**config.mk**
```make
export PLATFORM = sky130hd
export DESIGN_NAME = printf_request_arbiter
export DESIGN_NICKNAME = d
export VERILOG_FILES = /design/src/rtl/printf_arb_pkg.sv /design/src/rtl/printf_req_fifo.sv /design/src/rtl/printf_request_arbiter.sv
export SDC_FILE = /design/constraint.sdc
export NUM_CORES = 1
export LEC_CHECK = 0
export ABC_AREA = 1
export CAP_MARGIN = 20
export CORE_MARGIN = 2
export CORE_UTILIZATION = 50
export CTS_BUF_LIST = sky130_fd_sc_hd__clkbuf_8 sky130_fd_sc_hd__clkbuf_16
export CTS_CLUSTER_DIAMETER = 60
export CTS_CLUSTER_SIZE = 14
export DETAILED_ROUTE_END_ITERATION = 7
export PLACE_DENSITY = 0.76
export SLEW_MARGIN = 10
export SYNTH_ARGS = -nofsm -noshare
export SYNTH_HDL_FRONTEND = slang
export SYNTH_SLANG_ARGS = --single-unit
```
**constraint.sdc**
```tcl
create_clock -name clk -period 4.6 [get_ports clk]
set_input_delay 1.38 -clock clk [delete_from_list [all_inputs] [get_ports clk]]
set_output_delay 1.38 -clock clk [all_outputs]
set_load 0.005 [all_outputs]
```
**src/rtl/printf_arb_pkg.sv**
```systemverilog
// Shared types for the printf request arbiter: FSM states, core-ID width and
// the tagged FIFO entry layout.
package printf_arb_pkg;

    localparam int unsigned CORE_ID_W    = 2;
    localparam int unsigned ENTRY_ADDR_W = 32;

    typedef enum logic [1:0] {
        StIdle,
        StIssue,
        StWait,
        StGap
    } arb_state_e;

    // Buffers are 8-byte aligned, so the low address bits carry the core ID.
    typedef struct packed {
        logic [ENTRY_ADDR_W-1:CORE_ID_W] addr_hi;
        logic [CORE_ID_W-1:0]            core_id;
    } entry_t;

endpackage

```
**src/rtl/printf_req_fifo.sv**
```systemverilog
// Parameterized synchronous FIFO for tagged printf requests; DEPTH must be a
// power of two so the pointers wrap naturally.
module printf_req_fifo #(
    parameter int unsigned WIDTH = 32,
    parameter int unsigned DEPTH = 4
) (
    input  logic                       clk,
    input  logic                       rst,
    input  logic                       push,
    input  logic [WIDTH-1:0]           wdata,
    input  logic                       pop,
    output logic [WIDTH-1:0]           rdata,
    output logic                       full,
    output logic                       empty,
    output logic [$clog2(DEPTH):0]     count
);

    localparam int unsigned PTR_W = $clog2(DEPTH);
    localparam int unsigned CNT_W = PTR_W + 1;

    logic [WIDTH-1:0] mem_q [DEPTH];
    logic [PTR_W-1:0] wr_ptr_q, rd_ptr_q;
    logic [CNT_W-1:0] count_q;
    logic             push_ok, pop_ok;

    assign push_ok = push && !full;
    assign pop_ok  = pop && !empty;

    always_ff @(posedge clk or posedge rst) begin
        if (rst) begin
            wr_ptr_q <= '0;
            rd_ptr_q <= '0;
            count_q  <= '0;
        end else begin
            if (push_ok) wr_ptr_q <= wr_ptr_q + PTR_W'(1);
            if (pop_ok)  rd_ptr_q <= rd_ptr_q + PTR_W'(1);
            unique case ({push_ok, pop_ok})
                2'b10:   count_q <= count_q + CNT_W'(1);
                2'b01:   count_q <= count_q - CNT_W'(1);
                default: count_q <= count_q;
            endcase
        end
    end

    always_ff @(posedge clk) begin
        if (push_ok) mem_q[wr_ptr_q] <= wdata;
    end

    assign rdata = mem_q[rd_ptr_q];
    assign full  = (count_q == CNT_W'(DEPTH));
    assign empty = (count_q == '0);
    assign count = count_q;

endmodule

```
**src/rtl/printf_request_arbiter.sv**
```systemverilog
// Round-robin collector of per-core printf requests feeding the driver's single
// cmd/addr flag pair. Define PRINTF_ARB_TIMEOUT_EN to build the ack timeout.
module printf_request_arbiter
    import printf_arb_pkg::*;
#(
    parameter int unsigned NUM_CORES      = 4,
    parameter int unsigned ADDR_WIDTH     = 32,
    parameter int unsigned FIFO_DEPTH     = 4,
    parameter int unsigned TIMEOUT_CYCLES = 65535
) (
    input  logic                            clk,
    input  logic                            rst,
    input  logic [NUM_CORES-1:0]            core_req_valid,
    input  logic [NUM_CORES*ADDR_WIDTH-1:0] core_req_addr,
    output logic [NUM_CORES-1:0]            core_req_ready,
    output logic                            printf_cmd,
    output logic [ADDR_WIDTH-1:0]           printf_addr,
    input  logic                            printf_ack,
    output logic                            busy,
    output logic                            timeout_err
);

    localparam int unsigned CNT_W = $clog2(FIFO_DEPTH) + 1;

    // The entry layout is fixed by the package, so the address width must match it.
    if (NUM_CORES < 1 || NUM_CORES > 4 || ADDR_WIDTH != ENTRY_ADDR_W || FIFO_DEPTH < 2 ||
        (FIFO_DEPTH & (FIFO_DEPTH - 1)) != 0 || TIMEOUT_CYCLES < 1) begin : g_param_check
        $error("printf_request_arbiter: unsupported parameter set");
    end

    arb_state_e             state_q, state_d;
    logic [CORE_ID_W-1:0]   rr_ptr_q, rr_ptr_d;
    logic                   cmd_q, cmd_d;
    logic [ADDR_WIDTH-1:0]  addr_q, addr_d;

    logic [NUM_CORES-1:0]   grant_oh;
    logic [CORE_ID_W-1:0]   grant_idx;
    logic                   grant_any;
    logic [ADDR_WIDTH-1:0]  grant_addr;
    logic                   push, pop;
    entry_t                 push_entry;
    logic [ADDR_WIDTH-1:0]  fifo_rdata;
    logic                   fifo_full, fifo_empty;
    logic [CNT_W-1:0]       fifo_count;
    logic                   tmo_hit;
    logic                   unused_addr_lsbs;

    // Lowest valid overall, then overridden by the lowest valid at/after rr.
    always_comb begin
        grant_idx = '0;
        grant_any = 1'b0;
        for (int i = NUM_CORES - 1; i >= 0; i--) begin
            if (core_req_valid[i]) begin
                grant_idx = CORE_ID_W'(i);
                grant_any = 1'b1;
            end
        end
        for (int i = NUM_CORES - 1; i >= 0; i--) begin
            if (core_req_valid[i] && (CORE_ID_W'(i) >= rr_ptr_q)) grant_idx = CORE_ID_W'(i);
        end
    end

    always_comb begin
        grant_oh   = '0;
        grant_addr = '0;
        for (int i = 0; i < NUM_CORES; i++) begin
            grant_oh[i] = grant_any && (CORE_ID_W'(i) == grant_idx);
            if (grant_oh[i]) grant_addr = core_req_addr[i*ADDR_WIDTH +: ADDR_WIDTH];
        end
    end

    assign core_req_ready     = (rst || fifo_full) ? '0 : grant_oh;
    assign push               = |core_req_ready;
    assign push_entry.addr_hi = grant_addr[ADDR_WIDTH-1:CORE_ID_W];
    assign push_entry.core_id = grant_idx;
    assign unused_addr_lsbs   = ^grant_addr[CORE_ID_W-1:0];

    always_comb begin
        rr_ptr_d = rr_ptr_q;
        if (push) begin
            rr_ptr_d = (grant_idx == CORE_ID_W'(NUM_CORES - 1)) ? '0 : grant_idx + CORE_ID_W'(1);
        end
    end

    printf_req_fifo #(
        .WIDTH ($bits(entry_t)),
        .DEPTH (FIFO_DEPTH)
    ) u_fifo (
        .clk   (clk),
        .rst   (rst),
        .push  (push),
        .wdata (push_entry),
        .pop   (pop),
        .rdata (fifo_rdata),
        .full  (fifo_full),
        .empty (fifo_empty),
        .count (fifo_count)
    );

    always_comb begin
        state_d = state_q;
        pop     = 1'b0;
        unique case (state_q)
            StIdle: begin
                if (!fifo_empty) begin
                    pop     = 1'b1;
                    state_d = StIssue;
                end
            end
            StIssue: state_d = StWait;
            StWait:  if (printf_ack || tmo_hit) state_d = StGap;
            StGap:   state_d = StIdle;
            default: state_d = StIdle;
        endcase
        cmd_d  = (state_d == StIssue) || (state_d == StWait);
        addr_d = pop ? fifo_rdata : addr_q;
    end

    always_ff @(posedge clk or posedge rst) begin
        if (rst) begin
            state_q  <= StIdle;
            rr_ptr_q <= '0;
            cmd_q    <= 1'b0;
            addr_q   <= '0;
        end else begin
            state_q  <= state_d;
            rr_ptr_q <= rr_ptr_d;
            cmd_q    <= cmd_d;
            addr_q   <= addr_d;
        end
    end

`ifdef PRINTF_ARB_TIMEOUT_EN
    logic [31:0] tmo_cnt_q, tmo_cnt_d;
    logic        tmo_err_q;

    assign tmo_hit   = (state_q == StWait) && (tmo_cnt_q == 32'(TIMEOUT_CYCLES - 1));
    // Held at zero outside WAIT, so it always restarts from zero on entry.
    assign tmo_cnt_d = (state_q == StWait) ? tmo_cnt_q + 32'd1 : '0;

    always_ff @(posedge clk or posedge rst) begin
        if (rst) begin
            tmo_cnt_q <= '0;
            tmo_err_q <= 1'b0;
        end else begin
            tmo_cnt_q <= tmo_cnt_d;
            if (tmo_hit && !printf_ack) tmo_err_q <= 1'b1;
        end
    end

    assign timeout_err = tmo_err_q;
`else
    assign tmo_hit     = 1'b0;
    assign timeout_err = 1'b0;
`endif

    assign printf_cmd  = cmd_q;
    assign printf_addr = addr_q;
    assign busy        = (fifo_count != '0) || (state_q != StIdle);

endmodule
```
# == After elaboration in Yosys (flattened, before gate mapping) ==
# Memories as Yosys holds them, arrays and structs flattened. A register that Yosys moved wholly into a read port is not among the register bits.
# Cells that the tools add are included.
# classes
addsub,5
order_cmp,4
n_eq_ne,12
n_mux,26
n_reduce_logical,22
# op_table
operator,n
2-to-1 mux 32 bit,4
2-to-1 mux 2 bit,11
== test 2 bit (second input constant),5
logical AND 1 bit,10
2-to-1 mux 1 bit,8
case mux 2 bit (4 select lines),1
adder 2 x 1 -> 2 bit (second input constant),3
== test 2 x 1 -> 1 bit (second input constant),3
case mux 3 bit (2 select lines),1
== test 2 bit (first input constant),2
greater-or-equal comparator 1 x 2 -> 1 bit (first input constant),2
greater-or-equal comparator 2 bit (first input constant),2
zero test 2 bit,2
2-to-1 mux 4 bit,1
nonzero test 2 bit,2
OR reduction 4 bit,1
adder 3 x 1 -> 3 bit (second input constant),1
== test 3 bit (second input constant),1
zero test 3 bit,1
logical OR 1 bit,3
nonzero test 3 bit,1
subtractor 3 x 1 -> 3 bit (second input constant),1
== test 1 x 2 -> 1 bit (first input constant),1
zero test 1 bit,2
# totals
register_bits,12
mem_bits_rw,128
inputBits,135
output_inout_bits,39
word_cells,76
n_memories,1
# mem_list
name,depth,word_bits,read_ports,rd_clocked_by_memory_dff,wr,line,text
u_fifo.mem_q,4,32,1,1,1,printf_req_fifo.sv:21,logic [WIDTH-1:0] mem_q [DEPTH];

# == Depth between registers and ports, before layout ==
# Gate-level depths: netlist of the first run.
# logic_depth
depth_word,15
ltp_mapped,16
ltp_nobuf,16

# == Hierarchy ==
# From an unflattened synthesis of the first run, not the netlist that was laid out.
# unflattened
hier_cells,1033
hier_area_um2,8947.3
# modules_own_cells
mod,n_inst,cells_each,area_each_um2,seq_area_each_um2
printf_req_fifo,1,436,5576.6,4018.9
printf_request_arbiter,1,597,3370.7,925.9

# == Least setup slack after synthesis of the first run ==
# OpenSTA, ideal clock, no wires.
# synth_timing
path_type,input port to flip-flop
start,input port core_req_valid[1]
end,memory u_fifo.mem_q[0][0] (enable)
setup_ps,421
arrival_ps,3970
required_ps,4179
path_slack_ps,209
cell_stages,8
n_path_buf,0
cell_sequence,nor2_4 > a211oi_1 > nor3_1 > ha_1 > o211ai_2 > nand2_2 > inv_2 > nor2_1
# synth_between
elab_chain_len,13
word_cells_on_any_way,22
cone_classes,eq/ne (3); mux (11); reduce/logical (8)
# synth_lines
element,line,text
from (decl),printf_request_arbiter.sv:13,"input logic [NUM_CORES-1:0] core_req_valid,"
2-to-1 mux 2 bit (2 in a row),printf_request_arbiter.sv:53,if (core_req_valid[i]) begin
2-to-1 mux 2 bit (2 in a row),printf_request_arbiter.sv:59,if (core_req_valid[i] && (CORE_ID_W'(i) >= rr_ptr_q)) grant_idx = CORE_ID_W'(i);
2-to-1 mux 2 bit (*) (2 in a row),printf_request_arbiter.sv:59,
named net grant_idx[1],printf_request_arbiter.sv:37,logic [CORE_ID_W-1:0] grant_idx;
== test 1 x 2 -> 1 bit (tied with other cells),printf_request_arbiter.sv:67,grant_oh[i] = grant_any && (CORE_ID_W'(i) == grant_idx);
logical AND 1 bit,printf_request_arbiter.sv:67,
2-to-1 mux 4 bit (*),printf_request_arbiter.sv:72,assign core_req_ready = (rst || fifo_full) ? '0 : grant_oh;
OR reduction 4 bit (*),printf_request_arbiter.sv:73,assign push = |core_req_ready;
logical AND 1 bit (*),printf_req_fifo.sv:26,assign push_ok = push && !full;
2-to-1 mux 1 bit (*),printf_req_fifo.sv:46,if (push_ok) mem_q[wr_ptr_q] <= wdata;
2-to-1 mux 1 bit (implied by the code) (*),printf_req_fifo.sv:46,
to (decl),printf_req_fifo.sv:21,
# The timed path passes the listed nets; every way through them passes the cells marked *.

# == Worst setup path in the final report of the first run ==
# layout_timing
start,input port core_req_valid[0]
end,output port core_req_ready[1]
# layout_between
elab_chain_len,8
word_cells_on_any_way,10
cone_classes,eq/ne (1); mux (7); reduce/logical (2)
# layout_lines
element,line,text
2-to-1 mux 2 bit,printf_request_arbiter.sv:53,
2-to-1 mux 2 bit (4 in a row),printf_request_arbiter.sv:59,
== test 1 x 2 -> 1 bit,printf_request_arbiter.sv:67,
logical AND 1 bit (*),printf_request_arbiter.sv:67,
2-to-1 mux 4 bit (*),printf_request_arbiter.sv:72,
to (decl),printf_request_arbiter.sv:15,"output logic [NUM_CORES-1:0] core_req_ready,"
# Mark *: on every way between the ends. The rest lies on a longest branch, timed or not.

==> impl_metrics.ini, run 1 <==
[sta]
finalCritPeriodShare_pct = 98.5
post-route-min-period_ns = 4.53
setup_slack_ns = 0.0669
finalMaxSlewViolations = 0
fin_skew_ns = 0.00813
finalSetupTns_ns = 0
setup_viol = 0
rsz0062_at_grt = yes
slew_headroom_pct = 35.8
tightestPinTransition_ns = 0.963
hold_violations = 0
max_freq_mhz = 221

[drt]
drt_iter0_drc = 538
routed_via_density = 5.26
via_count = 6419
finalWirelength_um = 20400
dr.pass1.iters = 5
drc = 0
wl_per_cell_um = 16.7
ant_nets = 0

[grt]
antenna_found_initial = 0
grt.overflow.total = 0
first_global_vias = 6229
grt_pass1_wl_um = 32300
grt_max_degree = 66
grt_usage_pct = 23.9

[synthesis]
synth_cells = 826
synthTopCellsByArea = edfxtp_1 48%, dfrtp_1 14%, nor2_1 8.0%
seq_area_frac_synth_pct = 61.2
synth_common_cells = 173 x nor2_1, 138 x nand2_1, 128 x edfxtp_1
avgSynthCellArea_sq_um = 9.78
syn_area_sq_mm = 0.00808
syn_nets = 974
synthArstFlopShare_pct = 25.6
synth_top_flop_cell = edfxtp_1
yosysUniqueCellTypes = 34
synth_edf_count = 128
yosys_register_bits = 172
yosysTopAreaCell = edfxtp_1
ys_warn_count = 0
yosysMostFrequentCell = nor2_1
netlist.area_leader.share_pct = 47.6

[worst_setup_path]
worst-endpoint-arrival_ns = 3.15
cp-start-kind = input pin
criticalPathCategory = in2out
reg2reg_depth = 16
crit_chain = clkdlybuf4s50_1 -> buf_4 -> nor2_4 -> a211oi_2 -> nand3b_1 -> buf_4 -> ha_2 -> nand2_2 -> nor2_1 -> dlygate4sd2_1
cpMostUsedCell = buf_4
worst-path-max-fanout = 2
end_kind = primary output
crit_required_ns = 3.22
cp_slowest_stage_delay_ns = 0.47
cp_slowest_cell = clkdlybuf4s50_1

[cts]
path_clk_slew_ns = 0.06
insertion_delay_ns = 0.41
clockBufferDepth = 2
cts_buffers = 17
cts_tree = done
htree_levels = 4
root_buffer = clkbuf_16
cts_num_sinks = 172

[power]
total_power_mw = 7.24
p_per_area_mw_per_mm2 = 678
leakage_nw = 4.18
ir_worst_vdd_mv = 0.349

[cells_and_area]
areaGrowthSynthToFinish_pct = 32.2
antennaDiodeCount = 0
nets = 1139
fill_cells = 1219
drive_above_1_share_pct = 9.86

[placement]
io_buffers = 164
place_hpwl_um = 13300
post-place-ws_ns = -0.266
gp_congestion = 0.854

[floorplanning]
rows = 46
dieArea_sq_mm = 0.0172
fp.dieH_um = 131
initial_core_util_pct = 51.1
ioPinCount = 174
core-area_sq_mm = 0.0158
die_w_um = 131

[status]
outcome = finished, final reports clean

[flow_run]
maxCapViolCount = 0

[hold_path]
holdCritPathClass = reg2reg
hold_depth = 2
-- placed cells by master (no fill, tap or decap), types with 3 or more instances in the layout --
cell type          n
ha_2               3
clkinv_4           3
dlygate4sd2_1      5
nand2_1          138
nand4_1           30
ha_1               9
clkdlybuf4s50_1  159
inv_1             49
buf_4             30
a31oi_1           32
bufinv_16          5
dfrtp_1           43
clkbuf_16         17
edfxtp_1         128
o21ai_1           40
nand3_1           34
o21ai_0           58
nor2_1           169
buf_12             5
nor2_2             5
inv_2             10
-- logic make-up after synthesis --
logic type	share of synthesized area (%)
AO/OA/AOI/OAI	9.24
XOR/XNOR	0.434
adder cells (fa/ha/maj)	2.11
buffers and inverters	6.77
flip-flops	61.2
other	0.0464
AND/OR/NAND/NOR	20.2
-- worst max-delay path: cells and delay by family --
kind | cells | cell delay, ns
AO/OA/AOI/OAI | 1 | 0.26
adder cells (fa/ha/maj) | 1 | 0.18
buffers and inverters | 4 | 0.96
AND/OR/NAND/NOR | 4 | 0.38
-- state kept, by name, indices dropped and copies added, names as in the netlist --
signal           count
u_fifo.rd_ptr_q      2
state_q              2
u_fifo.mem_q       128
u_fifo.count         3
printf_addr         32
printf_cmd           1
rr_ptr_q             2
u_fifo.wr_ptr_q      2
-- through the flow --
step,hold WS [ns],instances,utilization [%],cell area [sq um]
after floorplan,0.487,826,-,8080
after global placement,0.509,1184,62.9,9960
after detailed placement,0.525,1184,62.9,9960
after CTS,0.535,1218,67.3,10700
after global routing,0.564,1220,67.5,10700
final,0.531,1220,67.5,10700
-- layout make-up --
type	instances	area, sq um	share of cell area [%]
Timing Repair Buffer	199	1960	18.3
Sequential cell	172	4950	46.3
Tap cell	216	270	2.53
Clock buffer	18	439	4.11
Clock inverter	14	216	2.03
Multi-Input combinational cell	542	2630	24.6
Inverter	59	221	2.07
-- where the power goes --
part	total (mW)	leakage (nW)	internal, mW	switching [mW]
combinational	3.04	2.19	1.15	1.89
sequential	2.65	1.67	2.44	0.216
clock	1.55	0.312	0.981	0.569
total	7.24	4.18	4.56	2.68
-- path summary, 6_finish.rpt --
| kind | from | end | slack (ns) |
|---|---|---|---|
| worst max-delay path | core_req_valid[0] | core_req_ready[1] | 0.07 |
| worst max register to register | rr_ptr_q[1] | u_fifo.count[2] | 1.49 |
| worst min-delay path | u_fifo.mem_q[1][5] | printf_addr[5] | 0.53 |
| worst min register to register | u_fifo.mem_q[1][5] | printf_addr[5] | 0.53 |
| max in group asynchronous | rst | printf_addr[14] | 2.82 |
| min in group asynchronous | rst | printf_addr[2] | 1.29 |
-- per-layer routing --
layer	GRT usage, %	up-vias	part of all wire, %
met1	30.4	2983	41
met4	6.28	0	1.3
met3	5.09	25	7.6
met2	41.8	285	51
met5	0	-	0
li1	-	3126	-
-- what timing repair did --
action                                  in CTS  in global routing
hold buffers                                 0                  0
gates cloned                                 0                  0
resized for setup                           13                  1
endpoints found under the setup margin       4                  3
buffers inserted                             2                  1
pin swaps                                    1                  1
Power figures use the tool's default switching activity.
==> run 2, diff against run 1 <==
--- a/config.mk
+++ b/config.mk
@@ -14,7 +14,7 @@
 export CTS_CLUSTER_SIZE = 14
 export DETAILED_ROUTE_END_ITERATION = 7
 export PLACE_DENSITY = 0.76
-export SLEW_MARGIN = 10
+export SLEW_MARGIN = 15
 export SYNTH_ARGS = -nofsm -noshare
 export SYNTH_HDL_FRONTEND = slang
 export SYNTH_SLANG_ARGS = --single-unit
==> impl_metrics.ini, run 2 (same netlist as run 1, synthesis figures left out) <==
[cells_and_area]
fill_cells = 1224
mostFrequentLayoutCell = nor2_1
largest_reg_flops = 128
top_register = u_fifo.mem_q
fin_area_sq_mm = 0.0107
antennaDiodeCount = 0
fin_util_pct = 67.5
layout_common_cells = 169 x nor2_1, 159 x clkdlybuf4s50_1, 138 x nand2_1
areaGrowthSynthToFinish_pct = 32.2
nets = 1139
drive_above_1_share_pct = 9.86

[floorplanning]
core-area_sq_mm = 0.0158
ioPinCount = 174
dieArea_sq_mm = 0.0172
die_w_um = 131
rows = 46
fp.dieH_um = 131
initial_core_util_pct = 51.1

[placement]
placed_area_sq_mm = 0.00996
gp_congestion = 0.854
place_hpwl_um = 13300
io_buffers = 164

[cts]
cts_tree = done
root_buffer = clkbuf_16
path_clk_slew_ns = 0.06
cts_buffers = 17
postCtsHoldBufs = 0
clockBufferDepth = 2
insertion_delay_ns = 0.41
htree_levels = 4
cts_num_sinks = 172

[drt]
drc = 0
ant_nets = 0
finalWirelength_um = 20400
routed_via_density = 5.23
via_count = 6382
drt_iter0_drc = 531
wl_per_cell_um = 16.7
dr.pass1.iters = 5

[hold_path]
holdCritPathClass = reg2reg

[sta]
finalMaxSlewViolations = 0
hold_violations = 0
finalSetupTns_ns = 0
tightestPinTransition_ns = 0.961
finalCritPeriodShare_pct = 98.5
rsz0062_at_grt = yes
post-route-min-period_ns = 4.53
setup_viol = 0
fin_skew_ns = 0.0103
slew_headroom_pct = 35.9
whs_ns = 0.533
max_freq_mhz = 221

[worst_setup_path]
worst-endpoint-arrival_ns = 3.15
end_kind = primary output
cp-start-kind = input pin
crit_required_ns = 3.22
worst-path-max-fanout = 2
criticalPathCategory = in2out

[grt]
grt_usage_pct = 23.9
grt_max_degree = 66
grt_pass1_wl_um = 32300
grt.overflow.total = 0
antenna_found_initial = 0
first_global_vias = 6229

[flow_run]
maxCapViolCount = 0

[power]
leakage_nw = 4.18
total_power_mw = 7.25
p_per_area_mw_per_mm2 = 678
ir_worst_vdd_mv = 0.351

[status]
outcome = finished, final reports clean
run 2: cell counts in the layout (fill, tap and decap cells not counted):
No cell type changed its count.
run 2: what timing repair did:
action / 4_1_cts / 5_1_grt
pin swaps: 1 / 1
endpoints found under the setup margin: 4 / 3
gates resized for setup: 13 / 1
buffers inserted: 2 / 1
run 2: report_power, final:
group          internal (mW)  leakage, nW  switching (mW)
Clock                  0.981        0.312           0.571
Sequential              2.44         1.67           0.216
Combinational           1.15         2.19            1.90
run 2: worst max-delay path: stages:
cell,delay [ns]
clkdlybuf4s50_1,0.47
buf_4,0.12
nor2_4,0.03
a211oi_2,0.26
nand3b_1,0.17
buf_4,0.12
ha_2,0.18
nand2_2,0.06
nor2_1,0.11
dlygate4sd2_1,0.25
run 2: path summary, 6_finish.rpt:
check                              startpoint           endpoint  slack [ns]  cells past startpoint
max                         core_req_valid[0]  core_req_ready[1]        0.07                     10
min                        u_fifo.mem_q[1][8]     printf_addr[8]        0.53                      2
min reg2reg                u_fifo.mem_q[1][8]     printf_addr[8]        0.53                      2
max in group asynchronous                 rst    printf_addr[19]        2.75                      3
min in group asynchronous                 rst     printf_addr[2]        1.34                      2
max reg2reg                       rr_ptr_q[1]    u_fifo.count[2]        1.50                     16
run 2: through the flow:
step | setup slack (ns) | std cells
after floorplan | 0.209 | 826
after global placement | -0.208 | 1184
after detailed placement | -0.266 | 1184
after CTS | 0.0428 | 1218
after global routing | -0.00358 | 1220
final | 0.0668 | 1220
run 2: layout make-up:
type / instances / area, sq um / area share (%)
Clock buffer: 18 / 439 / 4.11
Clock inverter: 14 / 216 / 2.03
Inverter: 59 / 221 / 2.07
Multi-Input combinational cell: 542 / 2630 / 24.6
Sequential cell: 172 / 4950 / 46.3
Tap cell: 216 / 270 / 2.53
Timing Repair Buffer: 199 / 1960 / 18.3
run 2: metal layers:
layer | vias to the layer above | share of wire (%) | track usage [%] | wire length, um
li1 | 3127 | - | - | -
met1 | 2964 | 41 | 30.4 | 8420
met2 | 264 | 51 | 41.8 | 10300
met3 | 27 | 6.7 | 5.09 | 1380
met4 | 0 | 1.4 | 6.28 | 295
met5 | - | 0 | 0 | 0
==> run 3, diff against run 2 <==
--- a/config.mk
+++ b/config.mk
@@ -9,7 +9,7 @@
 export CAP_MARGIN = 20
 export CORE_MARGIN = 2
 export CORE_UTILIZATION = 50
-export CTS_BUF_LIST = sky130_fd_sc_hd__clkbuf_8 sky130_fd_sc_hd__clkbuf_16
+export CTS_BUF_LIST = sky130_fd_sc_hd__clkbuf_16
 export CTS_CLUSTER_DIAMETER = 60
 export CTS_CLUSTER_SIZE = 14
 export DETAILED_ROUTE_END_ITERATION = 7
==> impl_metrics.ini, run 3 (same netlist as run 1, synthesis figures left out) <==
[status]
outcome = finished, final reports clean

[worst_setup_path]
cp_slowest_cell = clkdlybuf4s50_1
worst-endpoint-arrival_ns = 3.16
crit_chain = clkdlybuf4s50_1 -> buf_4 -> nor2_4 -> a211oi_2 -> nand3b_1 -> buf_4 -> ha_2 -> nand2_2 -> nor2_1 -> dlygate4sd2_1
worst-path-max-fanout = 2
cp-start-kind = input pin
criticalPathCategory = in2out
rrSetupSlack_ns = 1.50
rr_startpoint = rr_ptr_q[1]
crit_required_ns = 3.22
cpMostUsedCell = buf_4
startpoint = core_req_valid[0]
reg2reg_depth = 16
cp_slowest_stage_delay_ns = 0.47
r2r-end = u_fifo.count[2]
end_kind = primary output

[placement]
gp_congestion = 0.854
place_hpwl_um = 13300
post-place-ws_ns = -0.266
io_buffers = 164
placedCellCount = 1184

[hold_path]
holdCritPathClass = reg2reg
holdPathEnd = printf_addr[8]
hp-start = u_fifo.mem_q[1][8]
hold_depth = 2

[sta]
post-route-min-period_ns = 4.54
tightestPinTransition_ns = 0.978
setup_slack_ns = 0.0644
slew_headroom_pct = 34.8
rsz0062_at_grt = yes
finalMaxSlewViolations = 0
whs_ns = 0.533
hold_violations = 0
max_freq_mhz = 220
setup_viol = 0
finalCritPeriodShare_pct = 98.6
fin_skew_ns = 0.00987

[cts]
cts_buffers = 17
clockBufferDepth = 2
htree_levels = 4
cts_tree = done
cts_num_sinks = 172
postCtsHoldBufs = 0
path_clk_slew_ns = 0.06
root_buffer = clkbuf_16
insertion_delay_ns = 0.41

[drt]
drc = 0
via_count = 6380
routed_via_density = 5.23
drt_iter0_drc = 485
dr.pass1.iters = 5
ant_nets = 0
wl_per_cell_um = 16.7
finalWirelength_um = 20400

[power]
total_power_mw = 7.23
power.share.switching_pct = 37.1
ir_worst_vdd_mv = 0.349
p_seq_share_pct = 36.7
p_sw_mw = 2.69
comb_power_share_pct = 42.1
p_per_area_mw_per_mm2 = 677
leakage_nw = 4.18
clockPowerShare_pct = 21.2
p_int_mw = 4.55

[cells_and_area]
nets = 1139
mostFrequentLayoutCell = nor2_1
fin_cells = 1220
layout_common_cells = 169 x nor2_1, 159 x clkdlybuf4s50_1, 138 x nand2_1
top_register = u_fifo.mem_q
largest_reg_flops = 128
areaGrowthSynthToFinish_pct = 32.1
drive_above_1_share_pct = 9.76
antennaDiodeCount = 0

[floorplanning]
initial_core_util_pct = 51.1
rows = 46
fp.dieH_um = 131
dieArea_sq_mm = 0.0172
core-area_sq_mm = 0.0158
ioPinCount = 174
die_w_um = 131

[grt]
antenna_found_initial = 0
first_global_vias = 6232
grt_pass1_wl_um = 32300
grt_max_degree = 66
grt_usage_pct = 23.9
grt.overflow.total = 0

[flow_run]
maxCapViolCount = 0
run 3: through the flow:
stage / TNS [ns] / instance area (sq um) / utilization (%)
floorplan: 0 / 8080 / -
detailed placement: -0.796 / 9960 / 62.9
CTS: 0 / 10600 / 67.2
global route: -0.00358 / 10700 / 67.4
finish: 0 / 10700 / 67.4
global placement: -0.597 / 9960 / 62.9
run 3: power by group through the flow:
| stage | combinational [mW] | clock (mW) | sequential (mW) |
|---|---|---|---|
| after global routing | 3.38 | 1.61 | 2.70 |
| after floorplan | 1.94 | 0 | 2.63 |
| after CTS | 3.04 | 1.55 | 2.65 |
| after global placement | 2.90 | 0 | 2.66 |
| final | 3.05 | 1.53 | 2.65 |
| after detailed placement | 2.99 | 0 | 2.68 |
run 3: area by class of cell:
type | count | area, sq um
repair buffers | 199 | 1960
inverters | 59 | 221
clock inverters | 15 | 220
well taps | 216 | 270
clock buffers | 17 | 425
flip-flops and latches | 172 | 4950
multi-input cells | 542 | 2630
fillers | 1225 | 5150
run 3: how the worst max path moves through the flow:
stage                     cells past startpoint                 end
final                                        10   core_req_ready[1]
after global routing                         10   core_req_ready[3]
after CTS                                    10   core_req_ready[3]
after detailed placement                      9   core_req_ready[3]
after global placement                       10   core_req_ready[3]
after floorplan                               8  u_fifo.mem_q[0][0]
run 3: worst max-delay path: cells and delay by family:
family	cells	cell delay, ns
compound gates	1	0.26
fa+ha+maj	1	0.18
buf+inv	4	0.96
simple gates	4	0.38
run 3: timing repair:
item / in CTS / in global routing
buffers inserted: 2 / 1
resized for setup: 13 / 1
endpoints found under the setup margin: 4 / 3
pin swaps: 1 / 1
run 3: layer usage:
| layer | wire length, um | up-vias | track usage [%] |
|---|---|---|---|
| li1 | - | 3125 | - |
| met1 | 8440 | 2978 | 30.4 |
| met2 | 10300 | 256 | 41.8 |
| met3 | 1440 | 21 | 5.09 |
| met4 | 254 | 0 | 6.28 |
| met5 | 0 | - | 0 |
